File: src/rtl/alu_seq_pkg.sv
// Types and constants for the ALU operand/opcode sequencer.
package alu_seq_pkg;

    localparam int unsigned DATA_W   = 32;
    localparam int unsigned FLAG_W   = 3;
    localparam int unsigned NUM_KEYS = 4;

    // Board key indices
    localparam int unsigned KEY_LDA = 0;
    localparam int unsigned KEY_LDB = 1;
    localparam int unsigned KEY_EXE = 2;
    localparam int unsigned KEY_CLR = 3;

    typedef enum logic [2:0] {
        IDLE = 3'd0,
        EXEC = 3'd1,
        SHOW = 3'd2
    } seq_state_t;

    // Held result payload: ALU value plus {over, zero, neg}
    typedef struct packed {
        logic [DATA_W-1:0] value;
        logic [FLAG_W-1:0] flags;
    } seq_result_t;

endpackage

File: src/rtl/cpu_types_pkg.sv
// Shared CPU datapath types; aluop_t is the opcode the ALU decodes.
package cpu_types_pkg;

    typedef enum logic [3:0] {
        ALU_SLL  = 4'h0,
        ALU_SRL  = 4'h1,
        ALU_ADD  = 4'h2,
        ALU_SUB  = 4'h3,
        ALU_AND  = 4'h4,
        ALU_OR   = 4'h5,
        ALU_XOR  = 4'h6,
        ALU_NOR  = 4'h7,
        ALU_SLT  = 4'h8,
        ALU_SLTU = 4'h9,
        ALU_SRA  = 4'hA,
        ALU_RSVB = 4'hB,
        ALU_RSVC = 4'hC,
        ALU_RSVD = 4'hD,
        ALU_RSVE = 4'hE,
        ALU_RSVF = 4'hF
    } aluop_t;

endpackage

File: src/rtl/key_debounce.sv
// Synchronizes one active-low key and emits a single 1-cycle press pulse
// once the key has been stably low for DEBOUNCE_CYCLES after being stably high.
// Ports: clk_i, rst_ni (async active-low), key_ni (raw key, active-low),
//        press_o (registered press pulse).
module key_debounce #(
    parameter int unsigned DEBOUNCE_CYCLES = 500000
) (
    input  logic clk_i,
    input  logic rst_ni,
    input  logic key_ni,
    output logic press_o
);

    localparam int unsigned CNT_W = (DEBOUNCE_CYCLES > 1) ? $clog2(DEBOUNCE_CYCLES) : 1;
    localparam logic [CNT_W-1:0] CNT_LAST = CNT_W'(DEBOUNCE_CYCLES - 1);

    logic [1:0]       sync_q, sync_d;
    logic             level_q, level_d;   // debounced key level (1 = released)
    logic [CNT_W-1:0] cnt_q, cnt_d;
    logic             press_q, press_d;

    // Stability counter: runs only while the synced key differs from the debounced level
    always_comb begin
        sync_d  = {sync_q[0], key_ni};
        level_d = level_q;
        cnt_d   = cnt_q;
        press_d = 1'b0;
        if (sync_q[1] == level_q) begin
            cnt_d = '0;
        end else if (cnt_q == CNT_LAST) begin
            level_d = sync_q[1];
            cnt_d   = '0;
            press_d = ~sync_q[1];         // only the high->low transition is a press
        end else begin
            cnt_d = cnt_q + CNT_W'(1);
        end
    end

    always_ff @(posedge clk_i or negedge rst_ni) begin
        if (!rst_ni) begin
            sync_q  <= 2'b11;
            level_q <= 1'b1;
            cnt_q   <= '0;
            press_q <= 1'b0;
        end else begin
            sync_q  <= sync_d;
            level_q <= level_d;
            cnt_q   <= cnt_d;
            press_q <= press_d;
        end
    end

    assign press_o = press_q;

endmodule

File: src/rtl/alu_operand_seq.sv
// ALU operand/opcode sequencer: debounced keys load sign-extended operands from
// the switches, issue an opcode, and latch the ALU result one settle cycle later.
// Ports: CLK, nRST (async active-low), key_n[3:0] raw keys, sw[17:0] switches,
//        porta/portb/aluop to the ALU, outport/neg/zero/over from the ALU,
//        result/rflags/result_valid held result, a_vld/b_vld operand status,
//        err sticky execute-without-operands flag, state for LEDs.
// Option: ALU_SEQ_ACCUM_CHAIN_EN feeds each result back into porta.
module alu_operand_seq
    import cpu_types_pkg::*;
    import alu_seq_pkg::*;
#(
    parameter int unsigned DEBOUNCE_CYCLES = 500000,
    parameter int unsigned OPW             = 17
) (
    input  logic                CLK,
    input  logic                nRST,
    input  logic [NUM_KEYS-1:0] key_n,
    input  logic [17:0]         sw,
    output logic [DATA_W-1:0]   porta,
    output logic [DATA_W-1:0]   portb,
    output aluop_t              aluop,
    input  logic [DATA_W-1:0]   outport,
    input  logic                neg,
    input  logic                zero,
    input  logic                over,
    output logic [DATA_W-1:0]   result,
    output logic [FLAG_W-1:0]   rflags,
    output logic                result_valid,
    output logic                a_vld,
    output logic                b_vld,
    output logic                err,
    output logic [2:0]          state
);

    logic [NUM_KEYS-1:0] key_pulse;

    // One debouncer per board key
    for (genvar k = 0; k < NUM_KEYS; k++) begin : g_key
        key_debounce #(
            .DEBOUNCE_CYCLES(DEBOUNCE_CYCLES)
        ) u_db (
            .clk_i  (CLK),
            .rst_ni (nRST),
            .key_ni (key_n[k]),
            .press_o(key_pulse[k])
        );
    end

    // Prioritised pulse decode: clear > execute > load A > load B
    logic pls_clr_c, pls_exe_c, pls_lda_c, pls_ldb_c;
    assign pls_clr_c = key_pulse[KEY_CLR];
    assign pls_exe_c = key_pulse[KEY_EXE] & ~pls_clr_c;
    assign pls_lda_c = key_pulse[KEY_LDA] & ~pls_clr_c & ~key_pulse[KEY_EXE];
    assign pls_ldb_c = key_pulse[KEY_LDB] & ~pls_clr_c & ~key_pulse[KEY_EXE]
                     & ~key_pulse[KEY_LDA];

    logic [DATA_W-1:0] operand_c;
    assign operand_c = {{(DATA_W - OPW){sw[OPW-1]}}, sw[OPW-1:0]};

    logic sw_unused;
    assign sw_unused = ^sw;

    seq_state_t        state_q, state_d;
    logic [DATA_W-1:0] porta_q, porta_d;
    logic [DATA_W-1:0] portb_q, portb_d;
    aluop_t            aluop_q, aluop_d;
    seq_result_t       res_q, res_d;
    logic              rvld_q, rvld_d;
    logic              a_vld_q, a_vld_d;
    logic              b_vld_q, b_vld_d;
    logic              err_q, err_d;

    // Next-state and datapath updates
    always_comb begin
        state_d = state_q;
        porta_d = porta_q;
        portb_d = portb_q;
        aluop_d = aluop_q;
        res_d   = res_q;
        rvld_d  = rvld_q;
        a_vld_d = a_vld_q;
        b_vld_d = b_vld_q;
        err_d   = err_q;

        case (state_q)
            IDLE: begin
                if (pls_exe_c) begin
                    if (a_vld_q && b_vld_q) begin
                        aluop_d = aluop_t'(sw[3:0]);
                        err_d   = 1'b0;
                        state_d = EXEC;
                    end else begin
                        err_d = 1'b1;
                    end
                end else if (pls_lda_c) begin
                    porta_d = operand_c;
                    a_vld_d = 1'b1;
                end else if (pls_ldb_c) begin
                    portb_d = operand_c;
                    b_vld_d = 1'b1;
                end
            end
            EXEC: begin
                // Settle cycle: ALU output is sampled at the end of it
                res_d.value = outport;
                res_d.flags = {over, zero, neg};
                rvld_d      = 1'b1;
                state_d     = SHOW;
`ifdef ALU_SEQ_ACCUM_CHAIN_EN
                porta_d     = outport;
`endif
            end
            SHOW: begin
                if (pls_exe_c) begin
                    aluop_d = aluop_t'(sw[3:0]);
                    state_d = EXEC;
                end else if (pls_lda_c) begin
                    porta_d = operand_c;
                    a_vld_d = 1'b1;
                    rvld_d  = 1'b0;
                    state_d = IDLE;
                end else if (pls_ldb_c) begin
                    portb_d = operand_c;
                    b_vld_d = 1'b1;
                    rvld_d  = 1'b0;
                    state_d = IDLE;
                end
            end
            default: state_d = IDLE;
        endcase

        // Clear wins everywhere except the single EXEC cycle
        if (pls_clr_c && (state_q != EXEC)) begin
            state_d = IDLE;
            porta_d = '0;
            portb_d = '0;
            aluop_d = aluop_t'(4'h0);
            res_d   = '0;
            rvld_d  = 1'b0;
            a_vld_d = 1'b0;
            b_vld_d = 1'b0;
            err_d   = 1'b0;
        end
    end

    always_ff @(posedge CLK or negedge nRST) begin
        if (!nRST) begin
            state_q <= IDLE;
            porta_q <= '0;
            portb_q <= '0;
            aluop_q <= aluop_t'(4'h0);
            res_q   <= '0;
            rvld_q  <= 1'b0;
            a_vld_q <= 1'b0;
            b_vld_q <= 1'b0;
            err_q   <= 1'b0;
        end else begin
            state_q <= state_d;
            porta_q <= porta_d;
            portb_q <= portb_d;
            aluop_q <= aluop_d;
            res_q   <= res_d;
            rvld_q  <= rvld_d;
            a_vld_q <= a_vld_d;
            b_vld_q <= b_vld_d;
            err_q   <= err_d;
        end
    end

    assign porta        = porta_q;
    assign portb        = portb_q;
    assign aluop        = aluop_q;
    assign result       = res_q.value;
    assign rflags       = res_q.flags;
    assign result_valid = rvld_q;
    assign a_vld        = a_vld_q;
    assign b_vld        = b_vld_q;
    assign err          = err_q;
    assign state        = state_q;

endmodule
File: config.mk
export PLATFORM = sky130hd
export DESIGN_NAME = alu_operand_seq
export DESIGN_NICKNAME = d
export VERILOG_FILES = /design/src/rtl/alu_seq_pkg.sv /design/src/rtl/cpu_types_pkg.sv /design/src/rtl/key_debounce.sv /design/src/rtl/alu_operand_seq.sv
export SDC_FILE = /design/constraint.sdc
export NUM_CORES = 1
export LEC_CHECK = 0
export ABC_CLOCK_PERIOD_IN_PS = 3300
export CORE_AREA = 2 2 154 156
export CTS_BUF_LIST = sky130_fd_sc_hd__clkbuf_4 sky130_fd_sc_hd__clkbuf_8
export DETAILED_ROUTE_END_ITERATION = 8
export DIE_AREA = 0 0 156 158
export PLACE_DENSITY_LB_ADDON = 0.12
export SLEW_MARGIN = 40
export SYNTH_ARGS = -nofsm -noshare
export SYNTH_HDL_FRONTEND = slang
export SYNTH_SLANG_ARGS = --single-unit
File: constraint.sdc
create_clock -name CLK -period 3.3 [get_ports CLK]
set_input_delay 0.66 -clock CLK [delete_from_list [all_inputs] [get_ports CLK]]
set_output_delay 0.66 -clock CLK [all_outputs]
set_load 0.01 [all_outputs]
==> results of run 1 <==
==> per-layer routing <==
metal	track usage [%]	wire [µm]
met5	0	0
met4	4.81	237
met3	2.74	690
met2	25.3	8800
met1	21.9	9080
==> cell families (layout without fill, tap and decap cells) <==
family	after synthesis	after routing	share of synthesized area (%)
compound gates	79	79	7.22
xor+xnor	57	57	6.49
fa+ha+maj	4	4	0.651
buf+inv	74	231	5.25
flops	171	171	55.8
mux	8	8	1.11
other cells	1	1	0.0487
simple gates	367	367	23.4
==> worst max path at each step <==
stage	end	slack (ns)	depth (start not counted)
after floorplan	g_key[3].u_db.cnt_q[10]	1.38	5
after global placement	g_key[1].u_db.cnt_q[3]	1.04	5
after detailed placement	porta[7]	1.04	4
after CTS	portb[28]	0.87	1
after global routing	portb[26]	0.83	1
final	portb[28]	0.94	1
==> report_power, final <==
part	leakage [µW]	switching [µW]	internal (µW)
combinational	0.00171	85.2	83.3
sequential	0.00207	16.8	2110
clock	0.000172	789	553
==> cells in the mapped netlist (16+ instances only) <==
master	number	area share (%)
nand3_1	46	3.0
inv_1	17	0.83
nand2_1	122	6.0
buf_4	31	3.0
xnor2_1	47	5.4
a22o_1	21	2.4
nor4_1	17	1.4
nor3_1	16	1.0
nand3b_1	21	2.0
dfrtp_1	159	52
nand4_1	19	1.5
nor2_1	76	3.7
a21oi_1	33	2.1
==> sequential cells by signal, summed over array words and instances (netlist names) <==
name,cells
g_key.u_db.cnt_q,76
portb,17
g_key.u_db.level_q,4
g_key.u_db.sync_q,8
rflags,3
err,1
aluop,4
state,2
b_vld,1
result,32
g_key.u_db.press_o,4
a_vld,1
porta,17
result_valid,1
==> stage by stage <==
| stage | hold slack [ns] | area, µm² | total power (µW) | instances | util [%] |
|---|---|---|---|---|---|
| 3_5_place_dp | 0.347 | 9520 | 2350 | 1176 | 41.3 |
| 2_1_floorplan | 0.345 | 7690 | 2210 | 761 | - |
| 4_1_cts | 0.176 | 9870 | 3720 | 1208 | 42.8 |
| 3_3_place_gp | 0.346 | 9520 | 2350 | 1176 | 41.3 |
| 6_report | 0.177 | 9870 | 3640 | 1208 | 42.8 |
| 5_1_grt | 0.195 | 9870 | 3830 | 1208 | 42.8 |
==> final cells by class <==
class / instances / area [µm²]
clock buffer: 19 / 255
clock inverter: 13 / 97.6
fill: 2239 / 13200
inverter: 18 / 67.6
multi-input combinational: 516 / 3000
sequential: 171 / 4290
tap: 290 / 363
timing repair buffer: 181 / 1790
==> qor.yml, run 1 <==
timing:
  tns_ns: 0
  fin_worst_skew_ns: 0.0217
  fmax_ghz: 0.423
  worstMarginPinSlew_ns: 0.692
  slew_violations: 0
  hold_viol: 0
  finalSetupViolCount: 0
  setup_slack_ns: 0.937
  rsz0062_at_grt: "false"
  slew_headroom_pct: 53.4
  period_needed_ns: 2.36
  min_period_over_period_pct: 71.6
routing:
  route.detailed.wl_per_inst_um: 15.6
  ant_nets: 0
  wl_mm: 18.8
  viasPerCell: 4.88
  drt_iter0_markers: 388
  drc_errors: 0
  route.vias.total: 5900
  drtPass1Iterations: 4
power:
  leakage_uw: 0.00394
  irDropWorstVdd_mv: 0.220
  pwr_density_cell_nw_per_um2: 369
placed_design:
  dp_hpwl_mm: 13.4
  gp_congestion: 0.776
  dpl_worst_slack_ns: 1.04
  io_buffers: 166
flow_run:
  max_cap_viol_count: 0
synth:
  syn_inst: 761
  yosys_register_bits: 171
  synth_edf_count: 0
  yosysWarnings: 0
  async_flop_share_pct: 100
  synth_area_per_cell_um2: 10.1
  ys.flop_type: "dfrtp_1"
  yosysSeqAreaShare_pct: 55.8
  syn_area_um2: 7690
  synth.net_count: 824
  synth_cell_types: 45
layout:
  antenna_cells: 0
  layout_common_cells: "clkdlybuf4s50_1, dfrtp_1, nand2_1, nor2_1, xnor2_1"
  final_common_cell: "clkdlybuf4s50_1"
  synthToLayoutAreaGrowth_pct: 28.3
  drive_gt1_share_pct: 8.06
  num-nets-final: 968
setup_path:
  startpoint: "portb[30]"
  r2r_setup_slack_ns: 1.08
  crit_chain: "clkdlybuf4s50_1"
  rr_startpoint: "g_key[1].u_db.cnt_q[0]"
  critPathSlowestCell: "clkdlybuf4s50_1"
  crit_family: "buffers and inverters"
  worstSetupStartpointType: "flop"
  cp_max_fo: 17
  worst_ep_required_time_ns: 2.64
  end_kind: "output port"
  path_buf_inv: 1
  reg2reg_depth: 5
  r2r-end: "g_key[1].u_db.cnt_q[2]"
  worst-endpoint-arrival_ns: 1.70
  worstSetupPathType: "flop to output port"
  slowest_delay_ns: 0.63
cts:
  ctsHoldBuffers: 0
  clock-root-buffer: "clkbuf_8"
  post_cts_buffers: 0
  cts_max_level: 4
  cts_tree: "yes"
  numClockSinks: 171
  clk_pin_slew_ns: 0.09
  numCtsBuffers: 17
  clk_latency_ns: 0.46
  clk_path_buf_depth: 2
  post_cts_resized: 0
global_routing:
  grt_max_degree: 64
  grt_pass1_vias: 5885
  gr-total-overflow: 0
  grt_pass1_wl_mm: 31.0
  globalRouteTotalUtil_pct: 15.8
  antenna_found_initial: 0
die:
  dieArea_um2: 24600
  io_pins: 169
  rows: 56
  start_util_pct: 33.4
  die_w_um: 156
  die_y_um: 158
  core_area_um2: 23100
worst_hold_path:
  hold_path.class: "input pin to async pin"
status:
  status: "finished clean"
No activity file was read; power rests on OpenSTA's default activity.
==> run 2, diff against run 1 <==
ABC_CLOCK_PERIOD_IN_PS = 1900   (was 3300)
clock period = 1.9 ns   (was 3.3 ns; I/O delays follow)
==> qor.yml, run 2 (synthesis gave the netlist of run 1 again) <==
status:
  status: "finished clean"
setup_path:
  worst-endpoint-arrival_ns: 2.24  # +0.54 ns
  worstSetupStartpointType: "flop"
  cp_max_fo: 3  # -14
  worstSetupPathType: "flop to flop"
  end_kind: "flop"
  worst_ep_required_time_ns: 2.28  # -0.36 ns
routing:
  drt_iter0_markers: 253  # -35%
  wl_met1_mm: 9.44  # +4.0%
  ant_nets: 0  # unchanged
  route.vias.total: 6123  # +3.8%
  drtPass1Iterations: 4  # unchanged
  viasPerCell: 4.81  # -1.6%
  route.detailed.wl_per_inst_um: 15.4  # -1.0%
  drc_errors: 0  # unchanged
  top_layer: "met4"
  wl_met2_mm: 9.13  # +3.7%
  wl_mm: 19.6  # +4.4%
  route.met3.wl_um: 735  # +6.5%
die:
  start_util_pct: 33.4  # unchanged
  die_y_um: 158  # unchanged
  rows: 56  # unchanged
  dieArea_um2: 24600  # unchanged
  die_w_um: 156  # unchanged
  io_pins: 169  # unchanged
  core_area_um2: 23100  # unchanged
global_routing:
  grt_pass1_vias: 5968  # +1.4%
  grt_max_degree: 58  # -9.4%
  globalRouteTotalUtil_pct: 16.2  # +0.43 points
  grt_pass1_wl_mm: 31.7  # +2.2%
  antenna_found_initial: 0  # unchanged
  gr-total-overflow: 0  # unchanged
timing:
  min_period_over_period_pct: 97.9
  slew_violations: 0  # unchanged
  fmax_ghz: 0.538
  finalSetupViolCount: 0  # unchanged
  period_needed_ns: 1.86
  hold_viol: 0  # unchanged
  fin_worst_skew_ns: 0.0153  # -0.00643 ns
  rsz0062_at_grt: "true"
  slew_headroom_pct: 62.7  # +9.3 points
  worstMarginPinSlew_ns: 0.560  # -0.132 ns
layout:
  fin_cells: 1274  # +5.5%
  antenna_cells: 0  # unchanged
  nFillCells: 2251  # +0.54%
  synthToLayoutAreaGrowth_pct: 36.5
  largest_register: "g_key.u_db.cnt_q"
  largest_reg_flops: 76  # unchanged
  multiInputGateArea_um2: 3120  # +4.0%
  final_common_cell: "dfrtp_1"
  layout_common_cells: "dfrtp_1, clkdlybuf4s50_1, nand2_1, nor2_1, buf_4"
  regArea_um2: 4300  # +0.15%
  drive_gt1_share_pct: 16.2  # +8.1 points
  num-nets-final: 1036  # +7.0%
cts:
  numClockSinks: 171  # unchanged
  cts_tree: "yes"
  clock-root-buffer: "clkbuf_8"
  clk_latency_ns: 0.46  # about the same
  cts_max_level: 4  # unchanged
  clk_pin_slew_ns: 0.08  # about the same
  clk_path_buf_depth: 2  # unchanged
  numCtsBuffers: 17  # unchanged
placed_design:
  placed_cells: 1232  # +4.8%
  dp_hpwl_mm: 13.8  # +3.0%
  gp_congestion: 0.798  # +2.8%
  io_buffers: 166  # unchanged
worst_hold_path:
  hold_path.class: "input pin to flop"
flow_run:
  max_cap_viol_count: 0  # unchanged
power:
  p_total_uw: 6460  # +77%
  irDropWorstVdd_mv: 0.427  # +94%
  pwr_density_cell_nw_per_um2: 615  # +67%
  leakage_uw: 0.00439  # +11%
## run 2: routing by layer
| metal | track usage [%] | up-vias |
|---|---|---|
| li1 | - | 3015 |
| met1 | 22.9 | 2957 |
| met2 | 25.1 | 129 |
| met3 | 2.96 | 22 |
| met4 | 5.50 | 0 |
| met5 | 0 | - |
## run 2: what timing repair did
item / in CTS / in global routing
gates cloned: 0 / 3
pin swaps: 0 / 16
setup endpoints to repair: 39 / 47
hold endpoints to repair: 22 / 0
hold buffers: 1 / 0
resized for setup: 41 / 27
setup buffers: 4 / 4
## run 2: worst paths after layout
kind | startpoint | endpoint | slack [ns] | depth (start not counted)
hold / removal | key_n[2] | g_key[2].u_db.sync_q[0] | 0.32 | 1
min in group asynchronous | nRST | g_key[0].u_db.cnt_q[10] | 0.36 | 2
hold reg to reg | g_key[2].u_db.sync_q[0] | g_key[2].u_db.sync_q[1] | 0.36 | 0
setup / recovery | g_key[1].u_db.cnt_q[10] | g_key[1].u_db.level_q | 0.04 | 4
max in group asynchronous | nRST | g_key[3].u_db.sync_q[1] | 0.88 | 3
setup reg to reg | g_key[1].u_db.cnt_q[10] | g_key[1].u_db.level_q | 0.04 | 4
## run 2: report_power, final
part	internal [µW]	total [µW]	leakage [µW]	switching, µW
Clock	1100	2410	0.000178	1300
Combinational	185	352	0.00216	167
Sequential	3670	3700	0.00206	24.0
Total	4960	6460	0.00439	1490
## run 2: layout make-up
class | count | area share [%]
flip-flops and latches | 171 | 41.0
multi-input cells | 516 | 29.8
repair buffers | 249 | 21.8
well taps | 290 | 3.46
clock buffers | 22 | 2.65
clock inverters | 8 | 0.691
inverters | 18 | 0.644
## run 2: worst max-delay path: stages, from the launching register on
cell and delay, ns:
dfrtp_1 0.39, nor4b_1 0.29, nand4_1 0.16, or4_1 0.62
mux2_1 0.34
## run 2: through the flow
stage          cell area [µm²]  util (%)  setup WS, ns  setup TNS (ns)  hold slack, ns
3_5_place_dp              9960      43.2       -0.0127         -0.0147           0.284
4_1_cts                  10300      44.8       0.00149               0           0.291
2_1_floorplan             7700         -       0.00472               0          0.0844
3_3_place_gp              9960      43.2      -0.00196        -0.00196           0.280
6_report                 10500      45.5        0.0408               0           0.322
5_1_grt                  10500      45.5       -0.0558          -0.114           0.297
==> run 3, diff against run 2 <==
--- a/config.mk
+++ b/config.mk
@@ -7,8 +7,8 @@
 export LEC_CHECK = 0
 export ABC_CLOCK_PERIOD_IN_PS = 1900
-export CORE_AREA = 2 2 154 156
+export CORE_AREA = 2 2 131 133
 export CTS_BUF_LIST = sky130_fd_sc_hd__clkbuf_4 sky130_fd_sc_hd__clkbuf_8
 export DETAILED_ROUTE_END_ITERATION = 8
-export DIE_AREA = 0 0 156 158
+export DIE_AREA = 0 0 133 135
 export PLACE_DENSITY_LB_ADDON = 0.12
 export SLEW_MARGIN = 40
==> constraint.sdc (replaced) <==
create_clock -name CLK -period 1.9 [get_ports CLK]
set_input_delay 0.38 -clock CLK [delete_from_list [all_inputs] [get_ports CLK]]
set_output_delay 0.38 -clock CLK [all_outputs]
set_load 0.1 [all_outputs]
==> qor.yml, run 3 (synthesis gave the netlist of run 1 again) <==
status:
  status: "finished clean"
routing:
  ant_nets: 0  # unchanged
  route.detailed.wl_per_inst_um: 16.1  # +4.5%
  wl_mm: 19.2  # -2.4%
  viasPerCell: 5.33  # +11%
  drt_iter0_markers: 349  # +38%
  drtPass1Iterations: 4  # unchanged
  drc_errors: 0  # unchanged
  route.vias.total: 6339  # +3.5%
placed_design:
  dp_hpwl_mm: 14.2  # +2.7%
  gp_congestion: 0.861  # +7.8%
  io_buffers: 166  # unchanged
  dpl_worst_slack_ns: -0.0212  # -0.00851 ns
layout:
  final_common_cell: "dfrtp_1"
  largest_register: "g_key.u_db.cnt_q"
  num-nets-final: 1020  # -1.5%
  largest_reg_flops: 76  # unchanged
  drive_gt1_share_pct: 26.4  # +10 points
  layout_common_cells: "dfrtp_1, nand2_1, buf_4, nor2_1, buf_12"
  synthToLayoutAreaGrowth_pct: 40.8
  antenna_cells: 0  # unchanged
global_routing:
  antenna_found_initial: 0  # unchanged
  grt_pass1_vias: 6219  # +4.2%
  grt_max_degree: 49  # -16%
  gr-total-overflow: 0  # unchanged
  grt_pass1_wl_mm: 31.3  # -1.3%
  globalRouteTotalUtil_pct: 21.7  # +5.5 points
cts:
  clk_path_buf_depth: 2  # unchanged
  numCtsBuffers: 17  # unchanged
  clk_latency_ns: 0.45  # about the same
  numClockSinks: 171  # unchanged
  cts_tree: "yes"
  cts_max_level: 4  # unchanged
  clock-root-buffer: "clkbuf_8"
  clk_pin_slew_ns: 0.09  # about the same
die:
  start_util_pct: 46.9  # +14 points
  core_area_um2: 16400  # -29%
  die_y_um: 135  # -15%
  die_w_um: 133  # -15%
  dieArea_um2: 18000  # -27%
  rows: 47  # -16%
  io_pins: 169  # unchanged
setup_path:
  r2r-end: "g_key[3].u_db.level_q"
  rr_startpoint: "g_key[3].u_db.cnt_q[6]"
  reg2reg_depth: 4  # unchanged
  slowest_delay_ns: 0.58  # -0.04 ns
  critPathSlowestCell: "or4_4"
  crit_family: "simple AND/OR/NAND/NOR gates"
  worst_ep_required_time_ns: 2.28  # about the same
  worstSetupPathType: "flop to flop"
  cp_max_fo: 3  # unchanged
  crit_chain: "nor4b_2, nand4_1, or4_4, mux2_1"
  end_kind: "flop"
  startpoint: "g_key[3].u_db.cnt_q[6]"
  path_depth: 4  # unchanged
  worst-endpoint-arrival_ns: 2.23  # about the same
  crit_path_end: "g_key[3].u_db.level_q"
  r2r_setup_slack_ns: 0.05  # about the same
  worstSetupStartpointType: "flop"
  path_buf_inv: 0  # unchanged
timing:
  rsz0062_at_grt: "true"
  finalSetupViolCount: 0  # unchanged
  hold_viol: 0  # unchanged
  slew_violations: 0  # unchanged
  setup_slack_ns: 0.0506  # +0.00981 ns
  fmax_ghz: 0.541  # +0.53%
  min_period_over_period_pct: 97.3  # -0.52 points
  fin_worst_skew_ns: 0.0150  # -0.000343 ns
  hold_ws_ns: 0.328  # +0.00620 ns
  period_needed_ns: 1.85  # -0.00981 ns
worst_hold_path:
  hp-start: "key_n[1]"
  hold_path.class: "input pin to flop"
power:
  p_sw_uw: 1480  # -1.2%
  irDropWorstVdd_mv: 0.490  # +15%
  power_frac_clock_pct: 40.9  # +3.6 points
  p_sw_share_pct: 21.6  # -1.5 points
  pwr_density_cell_nw_per_um2: 630  # +2.5%
  seqPwrFrac_pct: 54.2  # -3.1 points
  power_frac_comb_pct: 4.9  # -0.6 points
  leakage_uw: 0.00457  # +4.1%
  internal_power_uw: 5350  # +7.8%
flow_run:
  max_cap_viol_count: 0  # unchanged
run 3: final cells by class:
type / instances / area, µm²
multi-input combinational: 516 / 3120
fill: 1272 / 5580
clock inverter: 10 / 166
sequential: 171 / 4310
clock buffer: 22 / 272
tap: 220 / 275
inverter: 18 / 67.6
timing repair buffer: 233 / 2630
run 3: worst min-delay path by stage:
stage                               to  slack (ns)  cells after the start
2_1_floorplan                    a_vld        0.08                      0
3_3_place_gp   g_key[0].u_db.cnt_q[14]        0.30                      1
3_5_place_dp   g_key[0].u_db.cnt_q[14]        0.31                      1
4_1_cts        g_key[1].u_db.sync_q[0]        0.30                      1
5_1_grt        g_key[0].u_db.sync_q[0]        0.28                      1
6_report       g_key[1].u_db.sync_q[0]        0.33                      1
run 3: through the flow:
stage,std cells,setup TNS (ns),cell area (µm²),power (µW),utilization (%)
6_report,1190,0,10800,6830,66.0
2_1_floorplan,761,0,7740,3840,-
3_3_place_gp,1154,0,10300,4090,62.6
4_1_cts,1187,0,10700,6890,65.4
5_1_grt,1190,-0.0866,10800,7110,66.0
3_5_place_dp,1154,-0.0276,10300,4100,62.6
run 3: metal layers:
layer | routed length (µm) | GRT usage (%) | part of all wire [%] | up-vias
met1 | 8250 | 27.9 | 43 | 3108
li1 | - | - | - | 2989
met5 | 0 | 0 | 0 | -
met4 | 397 | 6.93 | 2.1 | 0
met2 | 9410 | 36.3 | 49 | 211
met3 | 1110 | 5.71 | 5.8 | 31
run 3: power by group through the flow:
stage	Sequential, µW	Combinational (µW)	Clock (µW)
2_1_floorplan	3770	74.3	0
3_3_place_gp	3770	322	0
3_5_place_dp	3770	329	0
4_1_cts	3700	333	2860
5_1_grt	3710	374	3030
6_report	3700	335	2790
run 3: timing repair:
item	in CTS	in global routing
gates cloned	0	1
setup endpoints to repair	3	37
pin swaps	0	3
gates resized for setup	4	20
buffers inserted	0	2
hold endpoints to repair	26	0
hold buffers	1	0
